`config.mk`:
```
export PLATFORM = sky130hd
export DESIGN_NAME = shifter_pipe_rev_flat
export DESIGN_NICKNAME = d
export VERILOG_FILES = /design/src/rtl/shifter_pipe_rev_if.sv /design/src/rtl/shifter_pipe_rev.sv /design/src/flat_wrapper.sv
export SDC_FILE = /design/constraint.sdc
export NUM_CORES = 1
export LEC_CHECK = 0
export CAP_MARGIN = 25
export CORE_ASPECT_RATIO = 1.1
export CORE_MARGIN = 2
export CORE_UTILIZATION = 40
export CTS_CLUSTER_DIAMETER = 150
export CTS_CLUSTER_SIZE = 14
export DETAILED_ROUTE_END_ITERATION = 7
export GPL_TIMING_DRIVEN = 0
export HOLD_SLACK_MARGIN = 0.12
export SETUP_SLACK_MARGIN = 0.15
export SYNTH_ARGS = -nofsm -noshare
export SYNTH_HDL_FRONTEND = slang
export SYNTH_SLANG_ARGS = --single-unit
```
`constraint.sdc`:
```
create_clock -name clk -period 3.6 [get_ports clk]
set_input_delay 1.08 -clock clk [delete_from_list [all_inputs] [get_ports clk]]
set_output_delay 1.08 -clock clk [all_outputs]
set_load 0.01 [all_outputs]
```
`src/rtl/shifter_pipe_rev_if.sv`:
```
// -----------------------------------------------------------------------------
// shifter_pipe_rev_if
// Handshake bundle between a producer, the pipelined shifter and a consumer.
//
// Parameters:
//   WIDTH      operand width (power of 2, >= 4)
// Signals:
//   in_valid / in_ready       input-side handshake
//   in_a, in_amt, in_lr, in_op operand, amount, direction (1 = right), operation
//   out_valid / out_ready     output-side handshake
//   out_y                     result word
//   out_sticky                OR of shifted-out bits (only with SHIFTER_PIPE_STICKY_EN)
// Modports:
//   master  producer/consumer view (drives inputs, takes results)
//   slave   shifter view
// Optional feature macro: SHIFTER_PIPE_STICKY_EN
// -----------------------------------------------------------------------------
interface shifter_pipe_rev_if #(
    parameter int WIDTH = 8
);
    localparam int AMT_W = $clog2(WIDTH);

    logic             in_valid;
    logic             in_ready;
    logic [WIDTH-1:0] in_a;
    logic [AMT_W-1:0] in_amt;
    logic             in_lr;
    logic [1:0]       in_op;
    logic             out_valid;
    logic             out_ready;
    logic [WIDTH-1:0] out_y;
`ifdef SHIFTER_PIPE_STICKY_EN
    logic             out_sticky;

    modport master (
        output in_valid, in_a, in_amt, in_lr, in_op, out_ready,
        input  in_ready, out_valid, out_y, out_sticky
    );

    modport slave (
        input  in_valid, in_a, in_amt, in_lr, in_op, out_ready,
        output in_ready, out_valid, out_y, out_sticky
    );
`else
    modport master (
        output in_valid, in_a, in_amt, in_lr, in_op, out_ready,
        input  in_ready, out_valid, out_y
    );

    modport slave (
        input  in_valid, in_a, in_amt, in_lr, in_op, out_ready,
        output in_ready, out_valid, out_y
    );
`endif
endinterface

```
`src/rtl/shifter_pipe_rev.sv`:
```
// -----------------------------------------------------------------------------
// shifter_pipe_rev
// Pipelined rotator / logical / arithmetic shifter, left or right, on a
// WIDTH-bit operand. Left operations are done by bit-reversing the operand,
// shifting right, and reversing the result back. One power-of-two shift level
// is applied per pipeline stage; both sides use valid/ready handshakes and the
// pipeline holds up to AMT_W words.
//
// Parameters:
//   WIDTH  operand width, power of 2 and >= 4 (AMT_W = $clog2(WIDTH) derived)
// Ports:
//   clk    rising-edge clock
//   reset  synchronous, active-high; flushes every stage (control and data)
//   bus    shifter_pipe_rev_if.slave:
//            in_valid/in_ready, in_a, in_amt, in_lr (1 = right), in_op
//            (00 rotate, 01 logical, 10 arithmetic, 11 pass-through),
//            out_valid/out_ready, out_y, out_sticky (optional)
// Optional feature macro: SHIFTER_PIPE_STICKY_EN adds out_sticky, the OR of
// all bits shifted out by logical/arithmetic operations.
// -----------------------------------------------------------------------------
module shifter_pipe_rev #(
    parameter int WIDTH = 8
) (
    input logic               clk,
    input logic               reset,
    shifter_pipe_rev_if.slave bus
);
    localparam int AMT_W = $clog2(WIDTH);
    localparam int LAST  = AMT_W - 1;

    localparam logic [1:0] OP_ROT   = 2'b00;
    localparam logic [1:0] OP_LOG   = 2'b01;
    localparam logic [1:0] OP_ARITH = 2'b10;

    function automatic logic [WIDTH-1:0] bit_rev(input logic [WIDTH-1:0] x);
        logic [WIDTH-1:0] r;
        for (int i = 0; i < WIDTH; i++) begin
            r[i] = x[WIDTH-1-i];
        end
        return r;
    endfunction

    // Right shift/rotate by a fixed amount sh (1 <= sh < WIDTH).
    function automatic logic [WIDTH-1:0] stage_shift(input logic [WIDTH-1:0] x,
                                                     input logic [1:0]       op,
                                                     input logic             fill,
                                                     input int               sh);
        logic [WIDTH-1:0] r;
        case (op)
            OP_ROT:          r = (x >> sh) | (x << (WIDTH - sh));
            OP_LOG, OP_ARITH: r = (x >> sh) | ({WIDTH{fill}} << (WIDTH - sh));
            default:         r = x;
        endcase
        return r;
    endfunction

    // OR of the sh low bits, i.e. the bits a right shift by sh discards.
    function automatic logic stage_lost(input logic [WIDTH-1:0] x, input int sh);
        logic [WIDTH-1:0] mask;
        mask = (WIDTH'(1) << sh) - WIDTH'(1);
        return |(x & mask);
    endfunction

    logic [AMT_W-1:0] vld_p;
    logic [AMT_W-1:0] adv;
    logic [WIDTH-1:0] data_p  [AMT_W];
    logic [AMT_W-1:0] amt_p   [AMT_W];
    logic [1:0]       op_p    [AMT_W];
    logic             lr_p    [AMT_W];
    logic             fill_p  [AMT_W];
    logic [WIDTH-1:0] shift_out [AMT_W];
`ifdef SHIFTER_PIPE_STICKY_EN
    logic             sticky_p   [AMT_W];
    logic             sticky_out [AMT_W];
`endif

    // A stage only holds when it and every stage after it are full and the
    // consumer is stalling, so the ready chain collapses to a running AND.
    logic full_chain;
    always_comb begin
        full_chain = 1'b1;
        adv        = '0;
        for (int k = AMT_W - 1; k >= 0; k--) begin
            full_chain = full_chain & vld_p[k];
            adv[k]     = bus.out_ready | ~full_chain;
        end
    end

    // Shift level k acts on the output of register k; the last level feeds
    // the output decode directly.
    for (genvar k = 0; k < AMT_W; k++) begin : g_level
        assign shift_out[k] = amt_p[k][k]
                            ? stage_shift(data_p[k], op_p[k], fill_p[k], 1 << k)
                            : data_p[k];
`ifdef SHIFTER_PIPE_STICKY_EN
        assign sticky_out[k] = sticky_p[k]
                             | (amt_p[k][k]
                                & ((op_p[k] == OP_LOG) || (op_p[k] == OP_ARITH))
                                & stage_lost(data_p[k], 1 << k));
`endif
    end

    always_ff @(posedge clk) begin
        if (reset) begin
            vld_p <= '0;
            for (int k = 0; k < AMT_W; k++) begin
                data_p[k] <= '0;
                amt_p[k]  <= '0;
                op_p[k]   <= '0;
                lr_p[k]   <= 1'b0;
                fill_p[k] <= 1'b0;
`ifdef SHIFTER_PIPE_STICKY_EN
                sticky_p[k] <= 1'b0;
`endif
            end
        end else begin
            // Stage 0: capture, with left operations mapped into the reversed domain
            if (adv[0]) begin
                vld_p[0]  <= bus.in_valid;
                data_p[0] <= bus.in_lr ? bus.in_a : bit_rev(bus.in_a);
                amt_p[0]  <= bus.in_amt;
                op_p[0]   <= bus.in_op;
                lr_p[0]   <= bus.in_lr;
                fill_p[0] <= (bus.in_op == OP_ARITH) && bus.in_lr && bus.in_a[WIDTH-1];
`ifdef SHIFTER_PIPE_STICKY_EN
                sticky_p[0] <= 1'b0;
`endif
            end
            // Stages 1..AMT_W-1: register the previous shift level
            for (int k = 1; k < AMT_W; k++) begin
                if (adv[k]) begin
                    vld_p[k]  <= vld_p[k-1];
                    data_p[k] <= shift_out[k-1];
                    amt_p[k]  <= amt_p[k-1];
                    op_p[k]   <= op_p[k-1];
                    lr_p[k]   <= lr_p[k-1];
                    fill_p[k] <= fill_p[k-1];
`ifdef SHIFTER_PIPE_STICKY_EN
                    sticky_p[k] <= sticky_out[k-1];
`endif
                end
            end
        end
    end

    // Output decode: undo the reversal for left operations; zero when idle.
    assign bus.in_ready  = adv[0] & ~reset;
    assign bus.out_valid = vld_p[LAST];
    assign bus.out_y     = vld_p[LAST]
                         ? (lr_p[LAST] ? shift_out[LAST] : bit_rev(shift_out[LAST]))
                         : '0;
`ifdef SHIFTER_PIPE_STICKY_EN
    assign bus.out_sticky = vld_p[LAST] & sticky_out[LAST];
`endif

endmodule

```
`src/flat_wrapper.sv`:
```
// flat-port wrapper written by rule: the top's interface ports become plain ports
module shifter_pipe_rev_flat 
#(
    parameter int WIDTH = 8
)
  (clk, reset, bus_in_valid, bus_in_a, bus_in_amt, bus_in_lr, bus_in_op, bus_out_ready, bus_in_ready, bus_out_valid, bus_out_y);
  shifter_pipe_rev_if #(.WIDTH(WIDTH)) bus_i ();
  input logic clk;
  input logic reset;
  input wire logic [$bits(bus_i.in_valid)-1:0] bus_in_valid;
  input wire logic [$bits(bus_i.in_a)-1:0] bus_in_a;
  input wire logic [$bits(bus_i.in_amt)-1:0] bus_in_amt;
  input wire logic [$bits(bus_i.in_lr)-1:0] bus_in_lr;
  input wire logic [$bits(bus_i.in_op)-1:0] bus_in_op;
  input wire logic [$bits(bus_i.out_ready)-1:0] bus_out_ready;
  output wire logic [$bits(bus_i.in_ready)-1:0] bus_in_ready;
  output wire logic [$bits(bus_i.out_valid)-1:0] bus_out_valid;
  output wire logic [$bits(bus_i.out_y)-1:0] bus_out_y;
  assign bus_i.in_valid = bus_in_valid;
  assign bus_i.in_a = bus_in_a;
  assign bus_i.in_amt = bus_in_amt;
  assign bus_i.in_lr = bus_in_lr;
  assign bus_i.in_op = bus_in_op;
  assign bus_i.out_ready = bus_out_ready;
  assign bus_in_ready = bus_i.in_ready;
  assign bus_out_valid = bus_i.out_valid;
  assign bus_out_y = bus_i.out_y;
  shifter_pipe_rev #(.WIDTH(WIDTH)) u_core (.clk(clk), .reset(reset), .bus(bus_i));
endmodule
```
# After elaboration in Yosys (flattened, before gate mapping)
# Memories as Yosys holds them, arrays and structs flattened.
# Index checks and enable logic that the tools add are counted.
[word_totals] in_bits=18 mem_count=5 ramBits=45 register_bits=3 mem_bits_ro=0 output_inout_bits=10 latch_bits=0
[mem_list] name="u_core.data_p" depth=3 width=8 rd=3 rd_clocked_by_memory_dff=0 wr=3 line_no="shifter_pipe_rev.sv:66" text="logic [WIDTH-1:0] data_p [AMT_W];"
[mem_list] name="u_core.amt_p" depth=3 width=3 rd=3 rd_clocked_by_memory_dff=0 wr=3 line_no="shifter_pipe_rev.sv:67" text="logic [AMT_W-1:0] amt_p [AMT_W];"
[mem_list] name="u_core.op_p" depth=3 width=2 rd=3 rd_clocked_by_memory_dff=0 wr=3 line_no="shifter_pipe_rev.sv:68" text="logic [1:0] op_p [AMT_W];"
[mem_list] name="u_core.fill_p" depth=3 width=1 rd=3 rd_clocked_by_memory_dff=0 wr=3 line_no="shifter_pipe_rev.sv:70" text="logic fill_p [AMT_W];"
[mem_list] name="u_core.lr_p" depth=3 width=1 rd=3 rd_clocked_by_memory_dff=0 wr=3 line_no="shifter_pipe_rev.sv:69" text="logic lr_p [AMT_W];"
[classes] shifts=0 multipliers=0 n_eq_ne=7 order_cmp=0 bitwise_logic=31 div_mod_pow=0 n_mux=35 reduce_logical=8 addsub=0
[op_table] cell="$mux 8" n=9
[op_table] cell="$pmux 8 s2" n=3
[op_table] cell="$or 1x1->1" n=18
[op_table] cell="$mux 1" n=17
[op_table] cell="$or 4x8->8" n=2
[op_table] cell="$or 6x8->8" n=2
[op_table] cell="$or 7x8->8" n=2
[op_table] cell="$mux 3" n=3
[op_table] cell="$eq 2x2->1 const B" n=4
[op_table] cell="$eq 2x1->1 const B" n=3
[op_table] cell="$logic_not 2->1" n=3
[op_table] cell="$mux 2" n=3
[op_table] cell="$reduce_or 2->1" n=3
[op_table] cell="$not 1->1" n=4
[op_table] cell="$and 1x1->1" n=3
[op_table] cell="$logic_and 1x1->1" n=2

# Longest topological paths before layout
# Gate-level depths: netlist (run 1).
[depth] word_depth=8 ltp_mapped=6 mapped_depth_nobuf=6

# Least setup slack after synthesis (run 1)
# OpenSTA, ideal clock, no wires.
[synth_timing] path_type="input to output" from="input bus_out_ready" to="output bus_in_ready" path_stages=5 t_required_ps=2520 t_arrival_ps=1666 path_slack_ps=854 path_cell_list="nor2b_4 -> a31o_1 -> buf_6 -> inv_4 -> buf_6"
[synth_via] elab_chain_len=2
[synth_lines] element="start: declaration" line_no="flat_wrapper.sv:15" text="input wire logic [$bits(bus_i.out_ready)-1:0] bus_out_ready;"
[synth_lines] element="$or 1x1->1" line_no="shifter_pipe_rev.sv:85" text="adv[k] = bus.out_ready | ~full_chain;"
[synth_lines] element="$and 1x1->1" line_no="shifter_pipe_rev.sv:147" text="assign bus.in_ready = adv[0] & ~reset;"
[synth_lines] element="end: declaration" line_no="flat_wrapper.sv:16" text="output wire logic [$bits(bus_i.in_ready)-1:0] bus_in_ready;"
# Every way passes these cells.

==> metrics.txt, run 1 <==
Crit path largest cell delay 0.48 ns; final wirelength 3.686 mm; Hold Buf Count CTS 0; Final Cell Area 0.002744 mm2; placed cells 305; WP data required 2.52 ns; diode count 0; Port Buffers 26; Hold Vio Cnt, Final 0; Max Fclk 304.6 MHz; filler cell count 503; outcome finished clean; I/O Pins 28; asr flop ratio synth 0%; pin count of the biggest net entering global routing 16; gr usage total 13.51%; kind of critical path flip-flop to primary output; gp weighted congestion 0.7827; crit-path leading delay family buffers and inverters; max-slew violations 0; Die Width 75.78 um; Cell Chain, Critical Path clkbuf_1, mux2i_1, o22ai_1, a21o_1, clkdlybuf4s50_1; Max-Cap Viols 0; CP Launch Type flip-flop; initial antenna violation count 0; Seq pwr share 57.3%; DRT iter0 DRCs 24; Leakage 1.054 nW; drt first pass iters 4; Psw 0.2147 mW; internal power 0.8526 mW; final clock skew 0.006917 ns; WHS 0.5239 ns; H-tree levels 2; Post-DP Area 0.002621 mm2; Critical path buffers and inverters 2; setup TNS 0 ns; die area 0.006287 mm2; clk buf depth 2; post-synthesis register bit count 45; worst hold-check path type flip-flop to flip-flop; CTS tree yes; slew margin rel. 50.72%; maximum vdd drop 0.0002445 V; Gate power share 9.4%; global-route wire length before repair 6.520 mm; multi-input combinational cell area 872.1 um2; layout cell share with drive strength beyond 1 7.500%; total gr overflow 0; final net count 262; syn nets 227; Netlist Area Pre-Place 0.002267 mm2; register area 0.001321 mm2; FP Rows 28; synth unique cells 33; fin crit period 3.283 ns; antenna viol nets, final 0; sequential share of the synthesized area 58.28%; slew of the pin with the lowest slew margin 0.7353 ns; final std cells w/o fill 315; period utilization 91.19%; die outline height 82.96 um; CP arrival 2.20 ns; Cells after Synth 204; Residual DRC 0; dpl hpwl 2.818 mm; # clock sinks 45; Synth Warn # 0; clock group share of total power 33.3%; via/cell ratio 4.867; final setup violation count 0; worst setup slack after placement -0.2710 ns; routed via count 1533; vias in the first global route 1576; sw frac 20.11%; Avg Cell Area, Syn 11.11 um2; core region area 0.005430 mm2; routed len/inst 11.70 um; CTS Root Cell clkbuf_8; Area Growth Syn to Fin 21.03%; worst skew pair latency 0.29 ns; CTS Buf Count 5; setup slack after layout 0.3171 ns; EDFF count, synth 42; RSZ-0062 raised after global routing no; Critical Path Fanout Max 10; clock slew at reported path FFs 0.07 ns; initial core utilization 41.75%; Worst Setup End Kind primary output; Main synth FF type edfxtp_1; Slowest cell on crit path edfxtp_1; power per cell area 389.0 mW/mm2
==> sequential cells by signal, summed over array words and instances, names as in the netlist <==
| signal | cells |
|---|---|
| u_core.fill_p | 3 |
| u_core.vld_p | 3 |
| u_core.op_p | 6 |
| u_core.data_p | 24 |
| u_core.amt_p | 6 |
| u_core.lr_p | 3 |
==> path summary, 6_finish.rpt <==
kind,start,end,slack (ns),depth (start not counted)
max,u_core.lr_p[0][2]$_SDFFCE_PN0P_,bus_out_y[6],0.32,5
min,u_core.amt_p[0][5]$_SDFFCE_PN0P_,u_core.amt_p[0][8]$_SDFFCE_PN0P_,0.52,1
max reg2reg,u_core.vld_p[2]$_SDFFE_PP0N_,u_core.data_p[0][3]$_SDFFCE_PN0P_,1.72,3
min reg2reg,u_core.amt_p[0][5]$_SDFFCE_PN0P_,u_core.amt_p[0][8]$_SDFFCE_PN0P_,0.52,1
==> stage by stage <==
step           util, %  power, mW
6_report         50.53      1.067
5_1_grt          50.53      1.118
4_1_cts          50.48      1.082
3_5_place_dp     48.27     0.7241
3_3_place_gp     48.27     0.7216
2_1_floorplan        -     0.6825
==> logic make-up after synthesis <==
kind of cell	after synthesis	synth area share, %
AO/OA/AOI/OAI	42	11.70
AND/OR/NAND/NOR	85	18.60
multiplexers	12	5.298
buffers and inverters	15	3.367
flip-flops	45	58.28
adder cells (fa/ha/maj)	5	2.759
==> power by group through the flow <==
stage               Clock [mW]  Combinational (mW)  Sequential [mW]
floorplan                    0              0.0638            0.619
global placement             0              0.0989            0.623
detailed placement           0               0.101            0.624
CTS                      0.369               0.101            0.612
global route             0.388               0.115            0.615
finish                   0.355               0.100            0.612
==> cell usage after synthesis, types with 3 or more instances <==
| library cell | number | area share [%] |
|---|---|---|
| edfxtp_1 | 42 | 56 |
| o221ai_1 | 6 | 2.3 |
| dfxtp_1 | 3 | 2.6 |
| o21ai_0 | 6 | 1.3 |
| nor2_1 | 24 | 4.0 |
| o22ai_1 | 4 | 1.1 |
| nand2b_1 | 5 | 1.4 |
| a22oi_1 | 6 | 2.0 |
| ha_1 | 5 | 2.8 |
| and2_1 | 16 | 4.4 |
| nor2b_1 | 3 | 0.83 |
| a21oi_1 | 15 | 3.3 |
| mux2i_1 | 12 | 5.3 |
| nand2_1 | 27 | 4.5 |
| inv_1 | 7 | 1.2 |
==> cell usage in the layout, fill, tap and decap left out, drive strengths merged, types with 2 or more instances in the layout <==
master,Yosys,final
ha,5,5
nand2b,5,5
inv,8,8
a22oi,6,6
clkdlybuf4s50,0,23
dfxtp,3,3
buf,6,8
nor2b,4,4
edfxtp,42,42
clkbuf,1,7
and2,17,17
nor2,24,24
dlygate4sd2,0,2
a21o,2,2
mux2i,12,12
a21oi,15,15
nor3,2,2
o21ai,6,6
o221ai,6,6
o22ai,4,4
nand2,27,27
==> layer usage <==
| metal | track usage [%] | part of all wire (%) | routed length [um] |
|---|---|---|---|
| met5 | 0 | 0 | 0 |
| met2 | 24.76 | 56 | 2073 |
| met3 | 3.277 | 3.1 | 115 |
| met4 | 5.742 | 2.2 | 80 |
| met1 | 13.82 | 38 | 1415 |
==> final cells by class <==
cell class              instances  share of cell area (%)
multi-input cells             144                   31.78
well taps                      75                   3.420
repair buffers                 28                   9.986
plain buffers                   7                   1.596
inverters                       8                   1.186
flip-flops and latches         45                   48.15
clock inverters                 2                   1.231
clock buffers                   6                   2.645
==> what timing repair did <==
action | 4_1_cts | 5_1_grt
setup buffers | 2 | 0
endpoints found under the setup margin | 1 | 4
gates resized for setup | 5 | 1
No activity file was read; power rests on OpenSTA's default activity.
==> run 2: changes to the inputs <==
Settings changed: CTS_CLUSTER_SIZE 14 to default.
==> results of run 2 <==
The final DEF is identical to that of run 1; final timing and power are the same.
